**src/rtl/pc_stack_seq.sv**
```systemverilog
// Fetch-stage program counter with a hardware call/return stack.
// out is the instruction-memory address; stkErr latches any overflow/underflow attempt.
module pc_stack_seq #(
    parameter int unsigned WIDTH     = 4,
    parameter int unsigned STEP      = 2,
    parameter int unsigned DEPTH     = 4,
    parameter int unsigned RESET_VEC = 0,
    localparam int unsigned SPW      = $clog2(DEPTH + 1),
    localparam int unsigned AW       = (DEPTH > 1) ? $clog2(DEPTH) : 1
) (
    input  logic             clk,
    input  logic             clr,
    input  logic             en,
    input  logic [2:0]       cntrl,
    input  logic [WIDTH-1:0] loadIn,
    output logic [WIDTH-1:0] out,
    output logic [SPW-1:0]   sp,
    output logic             stkFull,
    output logic             stkEmpty,
    output logic             stkErr
);

    typedef enum logic [2:0] {
        OP_HOLD    = 3'b000,
        OP_LOAD    = 3'b001,
        OP_INC     = 3'b010,
        OP_STEP    = 3'b011,
        OP_BRANCH  = 3'b100,
        OP_CALL    = 3'b101,
        OP_RETURN  = 3'b110,
        OP_RESTART = 3'b111
    } op_e;

    localparam logic [WIDTH-1:0] RESET_PC = WIDTH'(RESET_VEC);
    localparam logic [WIDTH-1:0] STEP_W   = WIDTH'(STEP);
    localparam logic [SPW-1:0]   DEPTH_W  = SPW'(DEPTH);

    logic [WIDTH-1:0] pc_q, pc_d;
    logic [SPW-1:0]   sp_q, sp_d;
    logic             err_q, err_d;
    logic [WIDTH-1:0] stack_q [DEPTH];

    logic             push_s;
    logic [WIDTH-1:0] ret_addr_s;
    logic [AW-1:0]    wr_idx_s;
    logic [AW-1:0]    rd_idx_s;
    logic             full_s;
    logic             empty_s;
    op_e              op_s;

    assign op_s       = op_e'(cntrl);
    assign full_s     = (sp_q == DEPTH_W);
    assign empty_s    = (sp_q == {SPW{1'b0}});
    assign ret_addr_s = pc_q + {{(WIDTH-1){1'b0}}, 1'b1};
    assign wr_idx_s   = AW'(sp_q);
    assign rd_idx_s   = AW'(sp_q - {{(SPW-1){1'b0}}, 1'b1});

    // Next-state decode for PC, stack pointer, error flag and push strobe
    always_comb begin
        pc_d   = pc_q;
        sp_d   = sp_q;
        err_d  = err_q;
        push_s = 1'b0;
        if (en) begin
            case (op_s)
                OP_HOLD:   pc_d = pc_q;
                OP_LOAD:   pc_d = loadIn;
                OP_INC:    pc_d = ret_addr_s;
                OP_STEP:   pc_d = pc_q + STEP_W;
                // Equal widths: a plain modular add is the sign-extended relative branch.
                OP_BRANCH: pc_d = pc_q + loadIn;
                OP_CALL: begin
                    if (!full_s) begin
                        push_s = 1'b1;
                        sp_d   = sp_q + {{(SPW-1){1'b0}}, 1'b1};
                        pc_d   = loadIn;
                    end else begin
                        err_d  = 1'b1;
                    end
                end
                OP_RETURN: begin
                    if (!empty_s) begin
                        pc_d = stack_q[rd_idx_s];
                        sp_d = sp_q - {{(SPW-1){1'b0}}, 1'b1};
                    end else begin
                        err_d = 1'b1;
                    end
                end
                OP_RESTART: begin
                    pc_d  = RESET_PC;
                    sp_d  = {SPW{1'b0}};
                    err_d = 1'b0;
                end
                default: pc_d = pc_q;
            endcase
        end else begin
            pc_d = pc_q;
        end
    end

    // PC, stack pointer and sticky error registers
    always_ff @(posedge clk or negedge clr) begin
        if (!clr) begin
            pc_q  <= RESET_PC;
            sp_q  <= {SPW{1'b0}};
            err_q <= 1'b0;
        end else begin
            pc_q  <= pc_d;
            sp_q  <= sp_d;
            err_q <= err_d;
        end
    end

    // Return-address storage, written only on a successful call
    always_ff @(posedge clk or negedge clr) begin
        if (!clr) begin
            for (int i = 0; i < DEPTH; i++) begin
                stack_q[i] <= {WIDTH{1'b0}};
            end
        end else if (push_s) begin
            stack_q[wr_idx_s] <= ret_addr_s;
        end else begin
            stack_q <= stack_q;
        end
    end

    assign out      = pc_q;
    assign sp       = sp_q;
    assign stkErr   = err_q;
    assign stkFull  = full_s;
    assign stkEmpty = empty_s;

endmodule

```
**config.mk**
```make
export PLATFORM = sky130hd
export DESIGN_NAME = pc_stack_seq
export DESIGN_NICKNAME = d
export VERILOG_FILES = /design/src/rtl/pc_stack_seq.sv
export SDC_FILE = /design/constraint.sdc
export NUM_CORES = 1
export LEC_CHECK = 0
export ABC_AREA = 1
export CAP_MARGIN = 20
export CORE_ASPECT_RATIO = 0.6
export CORE_MARGIN = 1
export CORE_UTILIZATION = 50
export CTS_CLUSTER_SIZE = 14
export DETAILED_ROUTE_END_ITERATION = 8
export PLACE_DENSITY = 0.79
export RECOVER_POWER = 25
export SLEW_MARGIN = 10
export SYNTH_ARGS = -nofsm -noshare
export SYNTH_HDL_FRONTEND = slang
export SYNTH_SLANG_ARGS = --single-unit
```
**constraint.sdc**
```tcl
create_clock -name clk -period 1.6 [get_ports clk]
set_input_delay 0.48 -clock clk [delete_from_list [all_inputs] [get_ports clk]]
set_output_delay 0.48 -clock clk [all_outputs]
set_load 0.05 [all_outputs]
```
==> out/qor.csv, run 1 <==
metric;value;unit
flip-flop and latch count after synthesis;24;
layout cell share with drive strength beyond 1;35.19;%
die area;3436;um^2
part of the total power dissipated in sequential elements;26.0;%
endpoint required time on the critical path;1.12;ns
synthesized instance count;218;
max-cap violations;0;
sink count of the clock tree;24;
Worst Path Arrival;1.23;ns
CP endpoint kind;primary output;
routed wire length;4.648;mm
total global-route track usage;28.45;%
Clock Path Buffers;2;
Post-Route Utilization;82.25;%
via count of the first global-routing pass;1450;
number of library cell types mapped by synthesis;25;
violated checks;setup timing;
setup repair after global routing missed its margin;yes;
maximum net fanout on the critical path;3;
number of warnings reported in the yosys synthesis log;0;
net count after synthesis;240;
internal power;0.002251;W
fill cell count;188;
area of the placeable core;2947;um^2
number of remaining DRC errors;0;
Total Negative Setup Slacks;-1.506;ns
maximum vdd drop;1082;uV
Top Ports;20;
skew final;0.001611;ns
First-pass DRT Iterations;4;
ANT nets after route;0;
proportion of power drawn by the clock network;13.8;%
relative contribution of combinational cells to total power;60.2;%
fin crit period;1.707;ns
Slew Limit Headroom;58.70;%
dpl ws;-0.5737;ns
hold bufs inserted after CTS;0;
Final Cycle Share;106.7;%
Ant. Diodes;0;
number of buffers created by CTS;3;
Clock transition at path regs;0.09;ns
pin count of the biggest net entering global routing;25;
critical setup path kind;reg -> out;
total via count in the routed design;1691;
Die Span X;75.01;um
clock insertion delay at the later pin of the skew report;0.27;ns
initial antenna violation count;0;
cell total after placement;301;
switching part of the total;42.91;%
starting utilization of the core area;54.27;%
Psw;0.001692;W
TritonCTS clock tree;yes;
Clock Tree Root;clkbuf_8;
Post-Syn Area;1599;um^2
post-detail-place hpwl;3.162;mm
DIE HEIGHT;45.81;um
number of DRC markers after the initial detailed-route iteration;91;
number of pins with negative max-slew slack in the final report;0;
startpoint kind of the worst setup timing path;register;
net count of the finished layout;293;
Port Buffers;19;
filler-free cell count of the finished design;312;
via/cell ratio;5.420;
Final WS setup;-0.1071;ns
proportion of synthesized chip area in sequential cells;37.56;%
final estimated routing congestion in global placement;0.8661;
wire length of the first global-routing pass;7.003;mm
Hold Worst Slack;0.4913;ns
site row count;15;
count of endpoints failing hold in the final timing report;0;
run status;finished, violations left;
min-delay worst type;reg -> reg;
endpoints failing setup;25;
Power Dens Cells;1627;nW/um^2
synth-to-layout area growth;51.56;%
deepest level of the CTS H-tree;1;
Worst-Margin Slew;0.6194;ns
cell leakage power;1.163;nW
WL/cell;14.90;um
maximum frequency from static timing analysis;585.8;MHz
global route total overflow;0;
average instance area after synthesis;7.335;um^2
power by group through the flow:
stage               clock network (W)  registers [W]  logic (W)
finish                       0.000545        0.00103    0.00237
global route                 0.000582        0.00105    0.00256
CTS                          0.000554        0.00101    0.00221
detailed placement                  0        0.00101    0.00212
global placement                    0        0.00101    0.00207
floorplan                           0        0.00124    0.00102
layer usage:
| metal | global-route usage (%) | wire (um) |
|---|---|---|
| met2 | 44.50 | 2165 |
| met3 | 5.310 | 227 |
| met1 | 41.35 | 2199 |
| met4 | 5.660 | 55 |
| met5 | 0 | 0 |
through the flow:
step                total power, W  instance area [um^2]
finish                    0.003943                  2424
global route              0.004190                  2424
CTS                       0.003771                  2287
detailed placement        0.003134                  2175
global placement          0.003077                  2175
floorplan                 0.002258                  1662
sequential cells by signal, indices dropped and copies added, names as in the netlist:
signal,cells
stkErr,1
stack_q,16
sp,3
out,4
repair_timing:
item,in CTS,in global routing
resized for setup,15,35
endpoints found under the setup margin,25,26
pin swaps,11,9
setup buffers,4,3
synth_stat cells, drive strengths merged:
master  number  area [um^2]
buf          2        10.01
fa           1        20.02
or2          5        31.28
nor3         1        5.000
o21ai       30        150.1
o211ai       1        7.510
nor3b        1        12.51
inv         18        67.57
nand2       75        284.0
o22ai        1        6.260
nand3       17        102.6
nand3b       1        7.510
nor2        23        93.84
nand4        4        40.04
dfrtp       24        600.6
a21oi        1        5.000
ha          11        137.6
xnor2        1        8.760
xor2         1        8.760
cell families after synthesis:
logic type | after synthesis | synth area share [%]
AOI/OAI and AO/OA | 33 | 10.56
xor gates and xnor gates | 2 | 1.096
and+or+nand+nor | 127 | 36.07
adders and majority gates | 12 | 9.859
buffers and inverters | 20 | 4.852
DFF | 24 | 37.56
worst max-delay path, stage by stage (launching register included):
cell,delay [ns]
dfrtp_2,0.43
inv_4,0.07
ha_4,0.17
ha_4,0.16
buf_12,0.13
final timing paths:
| kind | from | endpoint | slack (ns) | cells after the start |
|---|---|---|---|---|
| hold / removal | stack_q[3] | stack_q[3] | 0.49 | 2 |
| min in group asynchronous | clr | stkErr | 0.74 | 2 |
| hold reg to reg | stack_q[3] | stack_q[3] | 0.49 | 2 |
| max in group asynchronous | clr | out[0] | 0.42 | 2 |
| setup reg to reg | sp[0] | stack_q[1] | -0.09 | 9 |
| setup / recovery | sp[0] | stkFull | -0.11 | 4 |
layout make-up:
cell class,count,area (um^2),share of cell area [%]
tap,42,52.55,2.168
inverter,18,70.07,2.891
sequential,24,606.8,25.04
timing repair buffer,50,530.5,21.89
clock inverter,1,30.03,1.239
clock buffer,3,41.29,1.704
multi-input combinational,174,1092,45.07
cells in the final DEF, fill, tap and decap left out, types with 4 or more instances in the layout:
master / netlist / routed
dfrtp_2: 0 / 5
buf_12: 0 / 10
buf_4: 0 / 27
clkdlybuf4s50_1: 0 / 4
o21ai_0: 30 / 15
nand2_2: 1 / 13
dfrtp_1: 24 / 19
inv_1: 16 / 13
o21ai_1: 0 / 15
nand3_1: 15 / 13
inv_2: 2 / 4
nand2_1: 74 / 58
nor2_1: 22 / 19
ha_1: 11 / 7
or2_2: 5 / 5
No activity file was read; power rests on OpenSTA's default activity.
==> inputs of run 2 (changes only) <==
--- a/config.mk
+++ b/config.mk
@@ -18,3 +18,4 @@
 export SYNTH_ARGS = -nofsm -noshare
 export SYNTH_HDL_FRONTEND = slang
 export SYNTH_SLANG_ARGS = --single-unit
+export TNS_END_PERCENT = 30
==> out/qor.csv, run 2 (synthesized netlist as in run 1, its figures left out) <==
metric;value;unit;change
number of DRC markers after the initial detailed-route iteration;127;;was 91
count of endpoints failing hold in the final timing report;0;;unchanged
pin count of the biggest net entering global routing;25;;unchanged
Final WS setup;-0.1205;ns;was -0.1071 ns
Reg with most FFs;stack_q;;unchanged
maximum vdd drop;978.7;uV;was 1082 uV
startpoint kind of the worst setup timing path;register;;unchanged
hold bufs inserted after CTS;0;;unchanged
Clock transition at path regs;0.09;ns;about the same
violated checks;setup timing;;unchanged
most common cell after layout, fill and taps aside;nand2_1;;unchanged
sink count of the clock tree;24;;unchanged
Ant. Diodes;0;;unchanged
via count of the first global-routing pass;1398;;was 1,450
number of flip-flops in the largest register;16;;unchanged
number of pins with negative max-slew slack in the final report;0;;unchanged
total power after layout;0.003910;W;was 0.003943 W
Die Span X;75.01;um;unchanged
critical setup path kind;reg -> out;;unchanged
R2R Path Start;sp[0];;unchanged
Top Ports;20;;unchanged
total global-route track usage;27.28;%;was 28.45%
DIE HEIGHT;45.81;um;unchanged
dpl ws;-0.5457;ns;was -0.5737 ns
Clock Path Buffers;2;;unchanged
maximum net fanout on the critical path;3;;unchanged
flip-flop and latch area;605.6;um^2;was 606.8 um^2
Worst Path Arrival;1.24;ns;was 1.23 ns
starting utilization of the core area;54.27;%;unchanged
TritonCTS clock tree;yes;;unchanged
synth-to-layout area growth;49.14;%;was 51.56%
number of remaining DRC errors;0;;unchanged
max-cap violations;0;;unchanged
min-delay worst type;reg -> reg;;unchanged
clock insertion delay at the later pin of the skew report;0.27;ns;about the same
site row count;15;;unchanged
Clock Tree Root;clkbuf_8;;unchanged
deepest level of the CTS H-tree;1;;unchanged
area of the placeable core;2947;um^2;unchanged
multi-input gate area in the final layout;1061;um^2;was 1092 um^2
maximum frequency from static timing analysis;581.2;MHz;was 585.8 MHz
skew final;0.004344;ns;was 0.001611 ns
setup repair after global routing missed its margin;yes;;unchanged
number of buffers created by CTS;3;;unchanged
First-pass DRT Iterations;4;;unchanged
net count of the finished layout;291;;was 293
initial antenna violation count;0;;unchanged
Final Cycle Share;107.5;%;was 106.7%
Worst-Margin Slew;0.5991;ns;was 0.6194 ns
WL/cell;13.26;um;was 14.90 um
Power Dens Cells;1639;nW/um^2;was 1627 nW/um^2
endpoints failing setup;19;;was 25
cell leakage power;1.162;nW;was 1.163 nW
Slew Limit Headroom;60.06;%;was 58.70%
fin crit period;1.720;ns;was 1.707 ns
run status;finished, violations left;;unchanged
most used cells in the layout excluding fill and tap cells;64 x nand2_1, 24 x buf_4, 22 x nor2_1;;was 58 x nand2_1, 27 x buf_4, 19 x nor2_1, 19 x dfrtp_1
routed wire length;4.110;mm;was 4.648 mm
critical path launch point;sp[0];;unchanged
Post-Route Utilization;80.93;%;was 82.25%
startpoint of the lowest-slack hold path;stack_q[3];;unchanged
wire length of the first global-routing pass;6.817;mm;was 7.003 mm
CP endpoint kind;primary output;;unchanged
ANT nets after route;0;;unchanged
via/cell ratio;5.310;;was 5.420
layout cell share with drive strength beyond 1;30.60;%;was 35.19%
endpoint required time on the critical path;1.12;ns;about the same
final estimated routing congestion in global placement;0.8716;;was 0.8661
global route total overflow;0;;unchanged
Port Buffers;19;;unchanged
die area;3436;um^2;unchanged
post-detail-place hpwl;2.990;mm;was 3.162 mm
fill cell count;209;;was 188
total via count in the routed design;1646;;was 1,691
-- run 2: cell count changes in the layout (fill, tap and decap cells not counted), moves of 2 or more --
cell,before,now
nor2_1,19,22
buf_4,27,24
o21ai_1,15,10
nor2_2,3,0
nand2_2,13,6
nand2_4,1,3
o21ai_0,15,17
o21ai_2,0,3
nand2_1,58,64
-- run 2: stage by stage --
step | instances | setup TNS, ns | hold WS, ns | instance area [um^2]
5_1_grt | 310 | -2.144 | 0.5087 | 2385
3_3_place_gp | 300 | -7.833 | 0.4602 | 2165
2_1_floorplan | 218 | -2.991 | 0.1844 | 1659
6_report | 310 | -0.6616 | 0.4924 | 2385
4_1_cts | 309 | -0.4274 | 0.4880 | 2305
3_5_place_dp | 300 | -9.130 | 0.4659 | 2165
-- run 2: worst max-delay path: stages, from the launching register on --
cell and delay (ns):
dfrtp_2 0.43, inv_4 0.07, ha_4 0.16, ha_4 0.17, buf_12 0.14
-- run 2: metal layers --
layer | wire [um] | up-vias | global-route usage, %
met4 | 20 | 0 | 3.774
li1 | - | 821 | -
met1 | 2008 | 768 | 42.07
met3 | 226 | 4 | 4.867
met5 | 0 | - | 0
met2 | 1855 | 53 | 40.54
-- run 2: where the power goes --
part	internal (W)	switching [W]
logic	0.00108	0.00126
clock network	0.000335	0.000208
registers	0.000839	0.000184
-- run 2: cell type report --
type,instances,share of cell area [%]
clock buffer,3,1.731
clock inverter,1,1.259
inverter,18,2.938
multi-input combinational,174,44.49
sequential,24,25.39
tap,42,2.204
timing repair buffer,48,21.98
-- run 2: worst paths after layout --
kind / to / slack, ns / cells past startpoint
worst max register to register: stack_q[1] / -0.06 / 9
min in group asynchronous: sp[0] / 0.74 / 2
worst min-delay path: stack_q[3] / 0.49 / 2
max in group asynchronous: out[0] / 0.44 / 2
worst min register to register: stack_q[3] / 0.49 / 2
worst max-delay path: stkFull / -0.12 / 4
-- run 2: what timing repair did --
action                     in CTS  in global routing
setup buffers                   5                  1
resized for setup              14                 27
setup endpoints to repair      24                 26
pin swaps                       8                  5
==> inputs of run 3 (changes only) <==
--- a/config.mk
+++ b/config.mk
@@ -7,12 +7,14 @@
 export LEC_CHECK = 0
 export ABC_AREA = 1
 export CAP_MARGIN = 20
+export CELL_PAD_IN_SITES_DETAIL_PLACEMENT = 1
+export CELL_PAD_IN_SITES_GLOBAL_PLACEMENT = 1
 export CORE_ASPECT_RATIO = 0.6
 export CORE_MARGIN = 1
-export CORE_UTILIZATION = 50
+export CORE_UTILIZATION = 36
 export CTS_CLUSTER_SIZE = 14
 export DETAILED_ROUTE_END_ITERATION = 8
-export PLACE_DENSITY = 0.79
+export PLACE_DENSITY = 0.78
 export RECOVER_POWER = 25
 export SLEW_MARGIN = 10
 export SYNTH_ARGS = -nofsm -noshare
==> out/qor.csv, run 3 (synthesized netlist as in run 1, its figures left out) <==
metric;value;unit;change
Port Buffers;19;;unchanged
area of the placeable core;4189;um^2;was 2947 um^2
fin crit period;1.752;ns;was 1.720 ns
startpoint kind of the worst setup timing path;register;;unchanged
number of pins with negative max-slew slack in the final report;0;;unchanged
layout cell share with drive strength beyond 1;39.35;%;was 30.60%
total global-route track usage;24.86;%;was 27.28%
number of buffers created by CTS;3;;unchanged
via/cell ratio;5.053;;was 5.310
synth-to-layout area growth;59.15;%;was 49.14%
via count of the first global-routing pass;1744;;was 1,398
hold bufs inserted after CTS;0;;unchanged
Die Span X;88.04;um;was 75.01 um
die area;4721;um^2;was 3436 um^2
WL/cell;16.98;um;was 13.26 um
initial antenna violation count;0;;unchanged
starting utilization of the core area;38.17;%;was 54.27%
filler-free cell count of the finished design;337;;was 310
Final WS setup;-0.1520;ns;was -0.1205 ns
maximum vdd drop;669.0;uV;was 978.7 uV
Clock Tree Root;clkbuf_8;;unchanged
skew final;0.005772;ns;was 0.004344 ns
maximum frequency from static timing analysis;570.8;MHz;was 581.2 MHz
max-cap violations;0;;unchanged
count of endpoints failing hold in the final timing report;0;;unchanged
TritonCTS clock tree;yes;;unchanged
DIE HEIGHT;53.63;um;was 45.81 um
net count of the finished layout;300;;was 291
Worst Path Arrival;1.27;ns;was 1.24 ns
most used cells in the layout excluding fill and tap cells;58 x nand2_1, 33 x buf_4, 19 x dfrtp_1;;was 64 x nand2_1, 24 x buf_4, 22 x nor2_1
violated checks;setup timing;;unchanged
CP endpoint kind;primary output;;unchanged
global route total overflow;0;;unchanged
number of flip-flops in the largest register;16;;unchanged
most common cell after layout, fill and taps aside;nand2_1;;unchanged
area of placed instances;2240;um^2;was 2165 um^2
Top Ports;20;;unchanged
Power Dens Cells;1634;nW/um^2;was 1639 nW/um^2
final estimated routing congestion in global placement;0.7884;;was 0.8716
Final Cycle Share;109.5;%;was 107.5%
Total Negative Setup Slacks;-2.588;ns;was -0.6616 ns
cell total after placement;325;;was 300
endpoints failing setup;26;;was 19
post-route cell area;2545;um^2;was 2385 um^2
Slew Limit Headroom;58.87;%;was 60.06%
number of remaining DRC errors;0;;unchanged
min-delay worst type;reg -> reg;;unchanged
pin count of the biggest net entering global routing;25;;unchanged
cell leakage power;1.201;nW;was 1.162 nW
setup repair after global routing missed its margin;yes;;unchanged
maximum net fanout on the critical path;3;;unchanged
Ant. Diodes;0;;unchanged
First-pass DRT Iterations;4;;unchanged
clock insertion delay at the later pin of the skew report;0.28;ns;was 0.27 ns
total via count in the routed design;1703;;was 1,646
sink count of the clock tree;24;;unchanged
dpl ws;-0.6175;ns;was -0.5457 ns
total power after layout;0.004159;W;was 0.003910 W
Reg with most FFs;stack_q;;unchanged
ANT nets after route;0;;unchanged
post-detail-place hpwl;3.986;mm;was 2.990 mm
Worst-Margin Slew;0.6170;ns;was 0.5991 ns
Clock Path Buffers;2;;unchanged
site row count;18;;was 15
run status;finished, violations left;;unchanged
number of DRC markers after the initial detailed-route iteration;52;;was 127
Clock transition at path regs;0.10;ns;was 0.09 ns
endpoint required time on the critical path;1.12;ns;about the same
routed wire length;5.723;mm;was 4.110 mm
wire length of the first global-routing pass;8.666;mm;was 6.817 mm
critical setup path kind;reg -> out;;unchanged
deepest level of the CTS H-tree;1;;unchanged
-- run 3: changes by cell type in the layout (fill, tap and decap cells not counted), moves of 5 or more --
cell	previous run	this run
buf_4	24	33
nor2_1	22	17
nand2_1	64	58
nand2_2	6	12
-- run 3: what timing repair did --
| action | 4_1_cts | 5_1_grt |
|---|---|---|
| pin swaps | 13 | 7 |
| buffers inserted | 6 | 2 |
| gates resized for setup | 35 | 31 |
| endpoints found under the setup margin | 26 | 27 |
| hold endpoints to repair | 0 | 0 |
-- run 3: layout make-up --
class	instances	area, um^2
flip-flops and latches	24	606.8
inverters	18	72.57
well taps	60	75.07
clock inverters	1	30.03
multi-input cells	174	1135
repair buffers	57	584.3
clock buffers	3	41.29
fillers	518	1644
-- run 3: per-layer routing --
layer | wire length [um] | share of wire, % | GRT usage (%)
met1 | 2722 | 48 | 33.49
met2 | 2765 | 48 | 42.76
met3 | 145 | 2.5 | 4.294
met4 | 90 | 1.6 | 4.839
met5 | 0 | 0 | 0
-- run 3: worst max-delay path, cell delays in order (launching register included) --
cell and delay, ns:
dfrtp_2 0.45, inv_4 0.07, ha_4 0.16, ha_4 0.17, buf_12 0.14
-- run 3: final timing paths --
check	start	slack (ns)	cells after the start	endpoint
worst min-delay path	stack_q[12]	0.50	2	stack_q[12]
max in group asynchronous	clr	0.43	2	out[1]
worst min register to register	stack_q[12]	0.50	2	stack_q[12]
worst max-delay path	sp[0]	-0.15	4	stkFull
worst max register to register	sp[0]	-0.13	9	stack_q[0]
min in group asynchronous	clr	0.73	2	stkErr
-- run 3: stage by stage --
step / hold WS (ns) / util (%)
2_1_floorplan: 0.1844 / -
3_5_place_dp: 0.4700 / 53.46
3_3_place_gp: 0.4637 / 53.46
6_report: 0.4984 / 60.75
5_1_grt: 0.5175 / 60.75
4_1_cts: 0.4955 / 58.12
-- run 3: power breakdown --
group	switching (W)	leakage, nW	total [W]	internal, W
clock network	0.000223	0.0357	0.000558	0.000335
logic	0.00138	0.862	0.00255	0.00117
registers	0.000213	0.304	0.00105	0.000840
total	0.00181	1.20	0.00416	0.00235
